**config.mk**
```make
export PLATFORM = sky130hd
export DESIGN_NAME = fp_exception_pipe
export DESIGN_NICKNAME = d
export VERILOG_FILES = /design/src/rtl/fp_exception_pipe_pkg.sv /design/src/rtl/fp_exception_pipe_classify.sv /design/src/rtl/fp_exception_pipe.sv
export SDC_FILE = /design/constraint.sdc
export NUM_CORES = 1
export LEC_CHECK = 0
export ABC_AREA = 1
export CAP_MARGIN = 25
export CORE_ASPECT_RATIO = 0.7
export CORE_MARGIN = 2
export CORE_UTILIZATION = 43
export CTS_BUF_LIST = sky130_fd_sc_hd__clkbuf_16
export DETAILED_ROUTE_END_ITERATION = 10
export HOLD_SLACK_MARGIN = 0.03
export PLACE_DENSITY = 0.83
export SYNTH_ARGS = -nofsm -noshare
export SYNTH_HDL_FRONTEND = slang
export SYNTH_SLANG_ARGS = --single-unit
```
**constraint.sdc**
```tcl
create_clock -name CLK -period 1.8 [get_ports CLK]
set_input_delay 0.18 -clock CLK [delete_from_list [all_inputs] [get_ports CLK]]
set_output_delay 0.18 -clock CLK [all_outputs]
set_load 0.01 [all_outputs]
```
**src/rtl/fp_exception_pipe_pkg.sv**
```systemverilog
// ============================================================================
// Package     : fpu_exce_pkg
// Description : Shared operation codes, exception codes and sticky-flag bit
//               indices for the FPU operand-exception pipeline.
// Revision    : 1.0 - initial release
// ============================================================================
`default_nettype none

package fpu_exce_pkg;

  typedef enum logic [1:0] {
    OP_ADD = 2'd0,
    OP_SUB = 2'd1,
    OP_MUL = 2'd2,
    OP_DIV = 2'd3
  } fp_op_e;

  typedef enum logic [2:0] {
    NO_EXCE   = 3'd0,
    QNAN_EXCE = 3'd1,
    INV_EXCE  = 3'd2,
    DZ_EXCE   = 3'd3
  } fp_exce_e;

  localparam int FLAG_QN = 0;
  localparam int FLAG_NV = 1;
  localparam int FLAG_DZ = 2;

  // Maps an exception code onto its {DZ, NV, QN} sticky-flag bit.
  function automatic logic [2:0] exce_flags(input fp_exce_e e);
    logic [2:0] f;
    f = 3'b000;
    case (e)
      QNAN_EXCE: f[FLAG_QN] = 1'b1;
      INV_EXCE:  f[FLAG_NV] = 1'b1;
      DZ_EXCE:   f[FLAG_DZ] = 1'b1;
      default:   f = 3'b000;
    endcase
    return f;
  endfunction

endpackage

`default_nettype wire

```
**src/rtl/fp_exception_pipe_classify.sv**
```systemverilog
// ============================================================================
// Module      : fp_classify
// Description : Combinational classifier for one 1+EXP_W+MAN_W operand:
//               NaN, infinity, zero and sign.
// Revision    : 1.0 - initial release
// ============================================================================
`default_nettype none

module fp_classify #(
  parameter int EXP_W = 4,
  parameter int MAN_W = 3
) (
  input  logic [EXP_W+MAN_W:0] op_i,
  output logic                 is_nan_o,
  output logic                 is_inf_o,
  output logic                 is_zero_o,
  output logic                 sign_o
);

  logic [EXP_W-1:0] w_exp;
  logic [MAN_W-1:0] w_man;
  logic             w_exp_ones;
  logic             w_man_zero;

  assign w_exp      = op_i[EXP_W+MAN_W-1:MAN_W];
  assign w_man      = op_i[MAN_W-1:0];
  assign w_exp_ones = &w_exp;
  assign w_man_zero = ~|w_man;

  assign is_nan_o  = w_exp_ones && !w_man_zero;
  assign is_inf_o  = w_exp_ones && w_man_zero;
  assign is_zero_o = (~|w_exp) && w_man_zero;
  assign sign_o    = op_i[EXP_W+MAN_W];

endmodule

`default_nettype wire

```
**src/rtl/fp_exception_pipe.sv**
```systemverilog
// ============================================================================
// Module      : fp_exception_pipe
// Description : Registered operand-exception checker with valid/ready stage,
//               IEEE default result, sticky flags and saturating counter.
//               Optional trap output enabled by macro FP_EXCE_TRAP_EN.
// Revision    : 1.0 - initial release
// ============================================================================
`default_nettype none

module fp_exception_pipe
  import fpu_exce_pkg::*;
#(
  parameter int EXP_W = 4,
  parameter int MAN_W = 3,
  parameter int CNT_W = 8
) (
  input  logic                   CLK,
  input  logic                   RST_N,
  input  logic                   IN_VALID,
  output logic                   IN_READY,
  input  logic [1:0]             FP_OPERATION,
  input  logic [EXP_W+MAN_W:0]   OP_A,
  input  logic [EXP_W+MAN_W:0]   OP_B,
  output logic                   OUT_VALID,
  input  logic                   OUT_READY,
  output logic                   OP_IS_EXCEPTION,
  output logic [2:0]             FP_EXCE,
  output logic [EXP_W+MAN_W:0]   DEFAULT_RES,
  input  logic                   FLAG_CLR,
  output logic [2:0]             STICKY_FLAGS,
`ifdef FP_EXCE_TRAP_EN
  input  logic [2:0]             TRAP_MASK,
  output logic                   TRAP,
`endif
  output logic [CNT_W-1:0]       EXCE_CNT
);

  localparam int W = 1 + EXP_W + MAN_W;
  localparam logic [W-1:0]     EXP_ONES = {1'b0, {EXP_W{1'b1}}, {MAN_W{1'b0}}};
  localparam logic [W-1:0]     QNAN_RES = EXP_ONES | (W'(1) << (MAN_W - 1));
  localparam logic [CNT_W-1:0] CNT_MAX  = '1;

  logic a_nan, a_inf, a_zero, a_sign;
  logic b_nan, b_inf, b_zero, b_sign;

  fp_classify #(.EXP_W(EXP_W), .MAN_W(MAN_W)) u_cls_a (
    .op_i(OP_A), .is_nan_o(a_nan), .is_inf_o(a_inf), .is_zero_o(a_zero), .sign_o(a_sign)
  );

  fp_classify #(.EXP_W(EXP_W), .MAN_W(MAN_W)) u_cls_b (
    .op_i(OP_B), .is_nan_o(b_nan), .is_inf_o(b_inf), .is_zero_o(b_zero), .sign_o(b_sign)
  );

  fp_op_e     op;
  fp_exce_e   exce_d, exce_q;
  logic [W-1:0] res_d, res_q;
  logic       out_valid_q;
  logic [2:0] flags_d, flags_q;
  logic [CNT_W-1:0] cnt_d, cnt_q;
  logic       accept;
  logic       known_op, invalid, div_zero;

  assign op       = fp_op_e'(FP_OPERATION);
  assign IN_READY = !out_valid_q || OUT_READY;
  assign accept   = IN_VALID && IN_READY;

  // Decode the exception class and its default result; NaN > invalid > divide-by-zero.
  always_comb begin
    known_op = 1'b1;
    invalid  = 1'b0;
    div_zero = 1'b0;
    case (op)
      OP_ADD: invalid = a_inf && b_inf && (a_sign != b_sign);
      OP_SUB: invalid = a_inf && b_inf && (a_sign == b_sign);
      OP_MUL: invalid = (a_zero && b_inf) || (a_inf && b_zero);
      OP_DIV: begin
        invalid  = (a_zero && b_zero) || (a_inf && b_inf);
        div_zero = b_zero;
      end
      default: known_op = 1'b0;
    endcase

    exce_d = NO_EXCE;
    if (known_op) begin
      if (a_nan || b_nan) exce_d = QNAN_EXCE;
      else if (invalid)   exce_d = INV_EXCE;
      else if (div_zero)  exce_d = DZ_EXCE;
    end

    case (exce_d)
      QNAN_EXCE, INV_EXCE: res_d = QNAN_RES;
      DZ_EXCE:             res_d = {a_sign ^ b_sign, {EXP_W{1'b1}}, {MAN_W{1'b0}}};
      default:             res_d = '0;
    endcase
  end

  // Sticky flags and event counter: a clear in the same cycle as a new event leaves the event.
  always_comb begin
    flags_d = (FLAG_CLR ? 3'b000 : flags_q) | (accept ? exce_flags(exce_d) : 3'b000);
    cnt_d   = FLAG_CLR ? '0 : cnt_q;
    if (accept && (exce_d != NO_EXCE) && (cnt_d != CNT_MAX)) cnt_d = cnt_d + 1'b1;
  end

  // Result stage: load on accept, hold while stalled, drop valid once drained.
  always_ff @(posedge CLK) begin
    if (!RST_N) begin
      out_valid_q <= 1'b0;
      exce_q      <= NO_EXCE;
      res_q       <= '0;
      flags_q     <= 3'b000;
      cnt_q       <= '0;
    end else begin
      flags_q <= flags_d;
      cnt_q   <= cnt_d;
      if (accept) begin
        out_valid_q <= 1'b1;
        exce_q      <= exce_d;
        res_q       <= res_d;
      end else if (OUT_READY) begin
        out_valid_q <= 1'b0;
      end
    end
  end

`ifdef FP_EXCE_TRAP_EN
  logic trap_q;

  // Trap pulses in the first cycle a newly loaded result with an enabled class is presented.
  always_ff @(posedge CLK) begin
    if (!RST_N) trap_q <= 1'b0;
    else        trap_q <= accept && |(TRAP_MASK & exce_flags(exce_d));
  end

  assign TRAP = trap_q;
`endif

  assign OUT_VALID       = out_valid_q;
  assign FP_EXCE         = exce_q;
  assign OP_IS_EXCEPTION = (exce_q != NO_EXCE);
  assign DEFAULT_RES     = res_q;
  assign STICKY_FLAGS    = flags_q;
  assign EXCE_CNT        = cnt_q;

endmodule

`default_nettype wire

```
==> Yosys cells after proc, flatten, opt, wreduce, memory -nomap -nowiden <==
Cells that the tools add are included.
{ "op_classes": {"add_sub_neg": 1, "mux": 15, "n_eq_ne": 9, "n_reduce_logical": 35, "bitwise_logic": 2} }
{ "op_table": {"columns": ["op", "n"], "rows": [
  ["8-bit two-way mux", 2],
  ["8-bit case mux with 2 select lines", 1],
  ["1-bit logical AND", 15],
  ["8-bit by 1-bit adder with 8-bit output (second input constant)", 1],
  ["8-bit inequality test (second input constant)", 1],
  ["4-bit AND reduction", 2],
  ["4-bit OR reduction", 2],
  ["3-bit by 2-bit == test with 1-bit output (second input constant)", 2],
  ["1-bit two-way mux", 6],
  ["2-bit two-way mux", 3],
  ["3-bit two-way mux", 2],
  ["3-bit nonzero test", 2],
  ["3-bit OR reduction", 2],
  ["1-bit logical NOT", 5],
  ["2-bit == test (second input constant)", 2],
  ["1-bit logical OR", 4],
  ["1-bit case mux with 4 select lines", 1],
  ["3-bit by 1-bit == test with 1-bit output (second input constant)", 1],
  ["3-bit bitwise OR", 1],
  ["2-bit by 1-bit == test with 1-bit output (second input constant)", 1],
  ["2-bit logical NOT", 1],
  ["2-bit nonzero test", 1],
  ["2-bit OR reduction", 1],
  ["1-bit == test", 1],
  ["2 further kinds", 2]
]} }
{ "word_totals": {"inputBits": 23, "output_inout_bits": 25, "word_cells": 67, "reg_bits": 23} }

==> Depth between registers and ports, before layout <==
Gate-level depths: netlist of the first run.
{ "logic_depth": {"depth_word": 12, "ltp_mapped": 13, "ltp_nobuf": 13} }

==> Modules after synthesis <==
A second synthesis of the first run with hierarchy kept.
{ "hier_totals": {"hier_cells": 198, "hier_area_um2": 1237.4} }
{ "by_module_without_submodules": {"columns": ["mod", "cells_each", "area_each_um2", "n_inst", "seq_area_each_um2"], "rows": [
  ["fp_exception_pipe", 164, 1102.3, 1, 340.3],
  ["fp_classify", 17, 67.6, 2, 0.0]
]} }

==> Worst setup path after synthesis of the first run <==
Ideal clock, no wire load.
{ "synth_path": {"path_type": "flip-flop to flip-flop", "startpoint": "register cnt_q[0] (netlist: EXCE_CNT[0])", "endpoint": "register cnt_q[0] (netlist: EXCE_CNT[0])", "setup_ps": 113, "path_buffers": 0, "synth_period_minus_slack_ps": 1596, "required_time_ps": 1687, "path_stages_with_launch": 11, "t_arrival_ps": 1483, "slack_ps": 204, "path_cell_list": "dfxtp_1 -> inv_1 -> nor2_1 -> ha_1 -> inv_1 -> nor3_4 -> nand4_2 -> nand3_4 -> nand2_1 -> nand2_1 -> nor2_1"} }
{ "synth_between": {"elab_chain_cells": 4, "word_cells_on_any_way": 5, "classes_between": "add/sub: 1; eq/ne: 1; mux: 2; reduce/logical: 1"} }
{ "synth_lines": {"columns": ["element", "line_no", "text"], "rows": [
  ["start, declared", "fp_exception_pipe.sv:59", "logic [CNT_W-1:0] cnt_d, cnt_q;"],
  ["start signal, assigned", "fp_exception_pipe.sv:114", "cnt_q <= cnt_d;"],
  ["8-bit two-way mux (*)", "fp_exception_pipe.sv:100", "cnt_d = FLAG_CLR ? '0 : cnt_q;"],
  ["branches (longest 2 deep; another with 8-bit by 1-bit adder with 8-bit output)", null, null],
  ["8-bit two-way mux (*)", "fp_exception_pipe.sv:101", "if (accept && (exce_d != NO_EXCE) && (cnt_d != CNT_MAX)) cnt_d = cnt_d + 1'b1;"]
]} }
Mark *: on every way between the ends.
A chain may end at the register's enable or synchronous reset.

==> Worst setup path after layout of the first run <==
{ "layout_path": {"startpoint": "input port FLAG_CLR", "endpoint": "register cnt_q[4] (netlist: EXCE_CNT[4])"} }
{ "layout_between": {"elab_chain_cells": 4, "word_cells_on_any_way": 5, "classes_between": "add/sub: 1; eq/ne: 1; mux: 2; reduce/logical: 1"} }
{ "layout_lines": {"columns": ["element", "line_no", "text"], "rows": [
  ["start, declared", "fp_exception_pipe.sv:29", "input logic FLAG_CLR,"],
  ["8-bit two-way mux (*)", "fp_exception_pipe.sv:100", null],
  ["branches (longest 2 deep; another with 8-bit by 1-bit adder with 8-bit output)", null, null],
  ["8-bit two-way mux (*)", "fp_exception_pipe.sv:101", null]
]} }
Marks and branches as above.

==> flow_summary.toml, run 1 <==
[run_status]
status = "finished clean"

[timing]
post-route-min-period_ns = 1.79
setup_ws_ns = 0.0114
setup_viol = 0
max_freq_mhz = 559
finalMaxSlewViolations = 0
hold_violations = 0
fin_worst_hold_slack_ns = 0.469
fin_crit_sh = 0.994
worst_pin_slew_ns = 0.493
slew_headroom = 0.669
fin_worst_skew_ns = 0.00134

[global_route]
grt_pass1_vias = 1325
grt-ovfl-total = 0
grt_max_degree = 18
grt_pass1_wl_microns = 5660
grt_antenna_before_repair = 0
grt_util_all_layers = 0.224

[critical_path]
cp.required_ns = 1.91
cp_num_buf_inv = 3
worstSetupPathType = "in2reg"
cp_slowest_cell = "clkdlybuf4s50_1"
cp-start-kind = "input pin"
critPathMaxFanout = 6
rrSetupSlack_ns = 0.17
cp_top_family = "buffers and inverters"
critical_path.max_stage_delay_ns = 0.46
endpoint_kind = "register"
crit_chain = "clkdlybuf4s50_1 -> buf_4 -> nor3_1 -> nand4_4 -> buf_4 -> nand4_1 -> a21oi_1"
cp.arrival_ns = 1.90
crit_path_frequent_cell = "buf_4"

[die]
core_region_area_sq_mm = 0.00274
rows = 16
die_h_microns = 48.5
dieArea_sq_mm = 0.00327
die_w_microns = 67.5
start_util = 0.443
ios = 48

[cts]
clock-sinks = 17
insertion_delay_ns = 0.25
clock_path_buffers = 2
cts_buffers = 3
cts.clk_slew.worst_paths_ns = 0.05
cts_max_level = 1
tritoncts = "yes"
cts_root_buf = "clkbuf_16"

[synth]
ys_types = 30
synth.avg_cell_area_sq_um = 6.60
syn-cell-area_sq_mm = 0.00121
netlist_instances = 184
synth_seq_cells = 17
ys_seq_area_frac = 0.280
ys_warn_count = 0

[layout]
nFillCells = 181
final_area_sq_mm = 0.00209
area_delta_synth_final_pct = 72.4
layout_commonest_cell = "nand2_1"
final_layout_size_suffix_gt1_frac = 0.281
diodes = 0
stdcell_count = 292
final_util = 0.764
fin_nets = 284
final_cell_mix = "41 x nand2_1, 29 x buf_4, 28 x clkdlybuf4s50_1"

[route]
detail_route.first_pass.iterations = 4
routed_wl_microns = 3910
avgViaCountPerCell = 4.94
final_antenna_net_count = 0
drt_iter0_markers = 45
wl_per_cell_microns = 13.4
vias = 1442
drc = 0

[placement]
placed_area_sq_mm = 0.00187
numPortBuffers = 44
routabilityCongestion = 0.808
place_ws_ns = -0.289
dp_cells = 286
dp.final_hpwl_microns = 2480

[job]
drv_cap = 0

[pwr]
ir_drop_v = 0.000303
powerDensity_mw_per_mm2 = 488
p_leak_uw = 0.00103

[worst_hold_path]
hold_class = "reg2reg"
kinds of logic after synthesis:
group,Yosys count,share of synthesized area
other cells,1,0.00309
xor+xnor,6,0.0433
fa+ha+maj,4,0.0412
buf+inv,37,0.139
flops,17,0.280
compound gates,19,0.0875
simple gates,100,0.406
synth_stat cells, drive strengths merged:
cell type  count  area [sq um]
clkbuf         2          7.51
buf            7          56.3
or2            2          12.5
conb           1          3.75
nand4          9          77.6
nand3         11          67.6
a31oi          1          12.5
xnor2          2          17.5
clkinv         1          3.75
inv           27           101
xor2           4          35.0
dfxtp         17           340
nor2          25           111
nand2         49           191
and2           1          6.26
nor3           3          26.3
a21oi         15          75.1
ha             4          50.1
o21ai          3          18.8
layer usage:
layer / GRT usage / vias up / wire length (microns)
met3: 0.0581 / 10 / 316
met5: 0 / - / 0
met4: 0.0578 / 0 / 58
met2: 0.359 / 70 / 1760
li1: - / 721 / -
met1: 0.298 / 641 / 1780
worst paths after layout:
path / end / from / cells after the start
worst max-delay path: EXCE_CNT[4] / FLAG_CLR / 7
worst min-delay path: STICKY_FLAGS[2] / STICKY_FLAGS[2] / 2
worst max register to register: EXCE_CNT[6] / EXCE_CNT[0] / 10
worst min register to register: STICKY_FLAGS[2] / STICKY_FLAGS[2] / 2
worst reg2reg max path: cells and delay by family (launching register included):
family                   cells  cell delay (ns)
AO/OA/AOI/OAI                1             0.14
XOR/XNOR                     1             0.17
buffers and inverters        3             0.27
adder cells (fa/ha/maj)      1             0.14
AND/OR/NAND/NOR              4             0.47
flip-flops                   1             0.36
where the power goes:
group	leakage, uW	internal, uW	switching, uW
clock network	0.0000423	295	140
registers	0.000138	384	4.58
logic	0.000854	102	97.4
stage by stage:
step | total power (uW) | setup TNS [ns]
finish | 1020 | 0
global route | 1060 | -0.236
CTS | 1010 | 0
detailed placement | 581 | -2.33
global placement | 577 | -1.79
floorplan | 478 | 0
flip-flops by register name (all words and copies together), names as in the netlist:
name / flops
FP_EXCE: 2
OUT_VALID: 1
DEFAULT_RES: 3
STICKY_FLAGS: 3
EXCE_CNT: 8
layout make-up:
type | instances | area (sq um) | share of cell area
clock buffers | 3 | 75.1 | 0.0358
clock inverters | 1 | 3.75 | 0.00179
inverters | 28 | 105 | 0.0502
multi-input cells | 132 | 803 | 0.384
flip-flops and latches | 17 | 340 | 0.162
well taps | 36 | 45.0 | 0.0215
repair buffers | 75 | 722 | 0.345
timing repair:
item / 4_1_cts / 5_1_grt
endpoints found under the setup margin: 2 / 15
gates resized for setup: 4 / 43
gates cloned: 0 / 0
pin swaps: 6 / 20
buffers inserted: 1 / 1
hold buffers: 0 / 0
(Power assumes the default switching activity.)
==> run 2, diff against run 1 <==
--- a/config.mk
+++ b/config.mk
@@ -8,7 +8,7 @@
 export ABC_AREA = 1
 export CAP_MARGIN = 25
 export CORE_ASPECT_RATIO = 0.7
-export CORE_MARGIN = 2
+export CORE_MARGIN = 5
 export CORE_UTILIZATION = 43
 export CTS_BUF_LIST = sky130_fd_sc_hd__clkbuf_16
 export DETAILED_ROUTE_END_ITERATION = 10
==> run 2 against run 1 <==
  * The flow now finishes with violations (negative setup slack)
  * Cell count increased by 3.8%
  * Critical endpoint is now STICKY_FLAGS[0]
  * Die area increased by 22%
  * Critical path type unchanged
  * Global-route usage decreased by 3.4 points
  * Sequential share of layout area decreased by 0.76 points
  * Wire length increased by 22%
  * Utilization increased by 3.7 points
  * Largest cell class unchanged
  * Register-to-register slack got worse by 0.04 ns
  * Sequential cell count unchanged
  * First-iteration DRC count increased by 140%
  * Sequential power about the same
==> flow_summary.toml, run 2 (same netlist as run 1, synthesis figures left out) <==
[timing]
fin_crit_sh = 1.03
setup_viol = 1
worst_pin_slew_ns = 0.560
max_freq_mhz = 538
setup_tns_ns = -0.0588
hold_violations = 0
finalMaxSlewViolations = 0
setup_ws_ns = -0.0588
post-route-min-period_ns = 1.86
fin_worst_skew_ns = 0.00268
slew_headroom = 0.626

[global_route]
grt-ovfl-total = 0
grt_antenna_before_repair = 0
grt_util_all_layers = 0.190
grt_max_degree = 15
grt_pass1_wl_microns = 5800
grt_util_met3 = 0.0569
use_met2 = 0.307
top_usage_layer = "met2"
grt_pass1_vias = 1274
use_met1 = 0.254

[critical_path]
cp.required_ns = 1.91
crit_path_end = "STICKY_FLAGS[0]"
crit-reg2reg-capture = "EXCE_CNT[6]"
worstReg2RegStart = "EXCE_CNT[0]"
critPathMaxFanout = 4
endpoint_kind = "register"
critPathLaunch = "OP_A[1]"
rr_worst_depth = 10
cp-start-kind = "input pin"
cp.arrival_ns = 1.96
worstSetupPathType = "in2reg"
rrSetupSlack_ns = 0.13

[cts]
clock-sinks = 17
clock_path_buffers = 2
cts_buffers = 3
cts_root_buf = "clkbuf_16"
insertion_delay_ns = 0.25
cts_max_level = 1
tritoncts = "yes"
cts-hold-fix-buffers = 0
cts.clk_slew.worst_paths_ns = 0.05

[route]
final_antenna_net_count = 0
vias = 1574
wl_per_cell_microns = 15.8
avgViaCountPerCell = 5.19
drt_iter0_markers = 109
detail_route.first_pass.iterations = 4
drc = 0
routed_wl_microns = 4790

[die]
core_region_area_sq_mm = 0.00274
dieArea_sq_mm = 0.00401
rows = 16
start_util = 0.443
die_w_microns = 73.5
die_h_microns = 54.5
ios = 48

[run_status]
violations = "negative setup slack"
status = "complete, but fails checks"

[layout]
fin_nets = 295
final_layout_size_suffix_gt1_frac = 0.333
final_cell_mix = "38 x nand2_1, 37 x buf_4, 26 x clkdlybuf4s50_1"
layout_commonest_cell = "nand2_1"
largest_reg_flops = 8
diodes = 0
area_delta_synth_final_pct = 80.8

[pwr]
power.switching_uw = 268
powerDensity_mw_per_mm2 = 479
p_comb_frac = 0.205
p_total_uw = 1050
p_leak_uw = 0.00103
ir_drop_v = 0.000764
sw_frac_of_total = 0.255
internal_power_uw = 784
seqPwrFrac = 0.369
clockPowerShare = 0.426

[job]
drv_cap = 0

[placement]
numPortBuffers = 44
routabilityCongestion = 0.925
dp.final_hpwl_microns = 2650

[worst_hold_path]
hold_class = "in2reg"
[run 2: critical path, cell delays in order]
cell	delay [ns]
dlygate4sd2_1	0.25
nor2_1	0.20
nand2_4	0.11
nor2_4	0.17
nand2_1	0.08
nand2_1	0.10
nand2_2	0.10
a31oi_4	0.21
inv_2	0.08
buf_4	0.13
ha_2	0.17
nand2_1	0.09
a21oi_1	0.08
[run 2: layer usage]
layer	routed length [microns]	vias up
met2	2160	108
met1	1940	702
met3	517	20
li1	-	744
met5	0	-
met4	170	0
[run 2: cell type report]
cell class | count | area (sq um)
repair buffers | 85 | 763
clock inverters | 1 | 3.75
flip-flops and latches | 17 | 340
fillers | 163 | 546
well taps | 36 | 45.0
multi-input cells | 133 | 865
inverters | 28 | 105
clock buffers | 3 | 75.1
[run 2: worst min path at each step]
stage	start	to	slack (ns)	depth (start not counted)
2_1_floorplan	RST_N	EXCE_CNT[0]	0.30	2
4_1_cts	STICKY_FLAGS[2]	STICKY_FLAGS[2]	0.47	2
3_5_place_dp	STICKY_FLAGS[2]	STICKY_FLAGS[2]	0.46	2
5_1_grt	FLAG_CLR	EXCE_CNT[1]	0.46	5
3_3_place_gp	STICKY_FLAGS[2]	STICKY_FLAGS[2]	0.46	2
6_report	FLAG_CLR	EXCE_CNT[1]	0.42	5
[run 2: metrics by stage]
step / worst slack [ns] / util / instances / cell area (sq um) / hold WS, ns
2_1_floorplan: 0.204 / - / 186 / 1220 / 0.300
3_3_place_gp: -0.263 / 0.676 / 285 / 1850 / 0.462
3_5_place_dp: -0.316 / 0.676 / 285 / 1850 / 0.457
4_1_cts: 0.00746 / 0.724 / 297 / 1990 / 0.467
5_1_grt: -0.0948 / 0.801 / 303 / 2200 / 0.461
6_report: -0.0588 / 0.801 / 303 / 2200 / 0.424
[run 2: power by group through the flow]
| stage | clock (uW) | combinational, uW | sequential (uW) |
|---|---|---|---|
| 6_report | 448 | 216 | 388 |
| 3_3_place_gp | 0 | 177 | 395 |
| 2_1_floorplan | 0 | 79.4 | 398 |
| 4_1_cts | 444 | 184 | 388 |
| 3_5_place_dp | 0 | 181 | 396 |
| 5_1_grt | 476 | 231 | 389 |
[run 2: what timing repair did]
action                     in CTS  in global routing
setup endpoints to repair       2                 12
cloned                          0                  1
gates resized for setup        16                 43
buffers inserted                8                  5
pin swaps                      13                 25
==> run 3, diff against run 2 <==
--- a/config.mk
+++ b/config.mk
@@ -8,7 +8,6 @@
 export ABC_AREA = 1
 export CAP_MARGIN = 25
 export CORE_ASPECT_RATIO = 0.7
-export CORE_MARGIN = 5
 export CORE_UTILIZATION = 43
 export CTS_BUF_LIST = sky130_fd_sc_hd__clkbuf_16
 export DETAILED_ROUTE_END_ITERATION = 10
==> constraint.sdc (replaced) <==
create_clock -name CLK -period 2.1 [get_ports CLK]
set_input_delay 0.21 -clock CLK [delete_from_list [all_inputs] [get_ports CLK]]
set_output_delay 0.21 -clock CLK [all_outputs]
set_load 0.01 [all_outputs]
==> run 3 against run 2 <==
  * Clock skew shrank 0.0019 ns
  * Largest power group unchanged
  * Sequential power decreased by 14%
  * Critical endpoint is now DEFAULT_RES[2]
  * Cell count shrank 11%
  * The run now ends clean
  * Register-to-register slack gained 0.21 ns
  * Clock power decreased by 15%
  * Critical path type unchanged
  * Die area down 24%
  * Global-route usage rose by 1.1 points
  * Critical path depth unchanged
==> flow_summary.toml, run 3 (same netlist as run 1, synthesis figures left out) <==
[die]
start_util = 0.473
ios = 48
core_region_area_sq_mm = 0.00257
rows = 15
die_w_microns = 65.5
dieArea_sq_mm = 0.00305
die_h_microns = 46.5

[cts]
cts_root_buf = "clkbuf_16"
cts.clk_slew.worst_paths_ns = 0.05
postCtsSetupBuffers = 0
cts_buffers = 3
insertion_delay_ns = 0.25
tritoncts = "yes"
cts_max_level = 1
cts-hold-fix-buffers = 0
clock_path_buffers = 2
cts_resized = 0
clock-sinks = 17

[critical_path]
cp_slowest_cell = "clkdlybuf4s50_1"
cp-start-kind = "input pin"
cp.required_ns = 2.24
crit_chain = "clkdlybuf4s50_1 -> or2_1 -> nand2_1 -> nand2_1 -> nand2_2 -> nor2_1 -> nand2_1 -> nand3_1 -> o21ai_2 -> inv_1 -> ha_1 -> o21ai_0 -> nor2_1"
endpoint_kind = "register"
crit_path_frequent_cell = "nand2_1"
worstSetupPathType = "in2reg"
critPathMaxFanout = 2
cp.arrival_ns = 2.01
critical_path.max_stage_delay_ns = 0.41

[route]
drt_iter0_markers = 44
drc = 0
wl_per_cell_microns = 10.3
final_antenna_net_count = 0
routed_wl_microns = 2770
avgViaCountPerCell = 4.71
detail_route.first_pass.iterations = 4
vias = 1271

[global_route]
grt_util_all_layers = 0.200
grt_max_degree = 15
grt-ovfl-total = 0
grt_pass1_vias = 1063
grt_antenna_before_repair = 0
grt_pass1_wl_microns = 4660

[placement]
placed_area_sq_mm = 0.00172
dp.final_hpwl_microns = 2240
routabilityCongestion = 0.853
numPortBuffers = 44

[pwr]
p_total_uw = 859
p_leak_uw = 0.000784
ir_drop_v = 0.000374
powerDensity_mw_per_mm2 = 476

[layout]
largest_reg_flops = 8
final_cell_mix = "46 x nand2_1, 44 x clkdlybuf4s50_1, 26 x inv_1"
area_delta_synth_final_pct = 48.5
layout_commonest_cell = "nand2_1"
fin_nets = 264
final_layout_size_suffix_gt1_frac = 0.131
final_area_sq_mm = 0.00180
diodes = 0

[timing]
post-route-min-period_ns = 1.87
fin_worst_skew_ns = 0.000821
max_freq_mhz = 535
setup_tns_ns = 0
hold_violations = 0
fin_crit_sh = 0.889
setup_viol = 0
rsz0062_at_grt = "no"
finalMaxSlewViolations = 0

[worst_hold_path]
hold_class = "reg2reg"

[job]
drv_cap = 0

[run_status]
status = "finished clean"
-- run 3: cell types whose count changed in the layout (fill, tap and decap cells not counted), sizes merged --
| cell | previous run | this run |
|---|---|---|
| inv | 28 | 27 |
| clkdlybuf4s50 | 26 | 44 |
| nand3 | 12 | 11 |
| dlygate4sd2 | 12 | 0 |
| buf | 41 | 11 |
| dlymetal6s2s | 6 | 0 |
| clkinv | 1 | 2 |
-- run 3: path summary, 6_finish.rpt --
| check | from | to | slack (ns) | cells past startpoint |
|---|---|---|---|---|
| hold / removal | STICKY_FLAGS[1] | STICKY_FLAGS[1] | 0.46 | 2 |
| hold reg to reg | STICKY_FLAGS[1] | STICKY_FLAGS[1] | 0.46 | 2 |
| setup / recovery | OP_B[7] | DEFAULT_RES[2] | 0.23 | 13 |
| setup reg to reg | EXCE_CNT[0] | EXCE_CNT[4] | 0.34 | 9 |
-- run 3: area by class of cell --
type	count	area [sq um]
fillers	206	767
multi-input cells	132	713
repair buffers	55	523
flip-flops and latches	17	340
inverters	28	105
clock buffers	3	75.1
well taps	34	42.5
clock inverters	1	5.00
-- run 3: power breakdown --
part	internal [uW]	leakage (uW)	switching [uW]	total, uW
clock	255	0.0000409	126	381
combinational	78.5	0.000605	68.0	147
sequential	328	0.000138	3.57	332
total	662	0.000784	198	859
-- run 3: through the flow --
step | utilization | instances | setup WS, ns | hold WS (ns)
CTS | 0.702 | 270 | 0.237 | 0.465
global route | 0.702 | 270 | 0.0179 | 0.489
global placement | 0.671 | 266 | 0.00461 | 0.459
detailed placement | 0.671 | 266 | -0.0256 | 0.456
floorplan | - | 186 | 0.495 | 0.330
finish | 0.702 | 270 | 0.232 | 0.464
-- run 3: metal layers --
layer / track usage / up-vias / routed length [microns]
met4: 0.0261 / 0 / 12
met3: 0.0594 / 2 / 191
met1: 0.279 / 548 / 1400
li1: - / 678 / -
met2: 0.313 / 43 / 1170
met5: 0 / - / 0
-- run 3: critical path: cells and delay by family --
kind / cells / cell delay [ns]
and+or+nand+nor: 8 / 0.69
adders and majority gates: 1 / 0.29
AOI/OAI and AO/OA: 2 / 0.32
buffers and inverters: 2 / 0.50
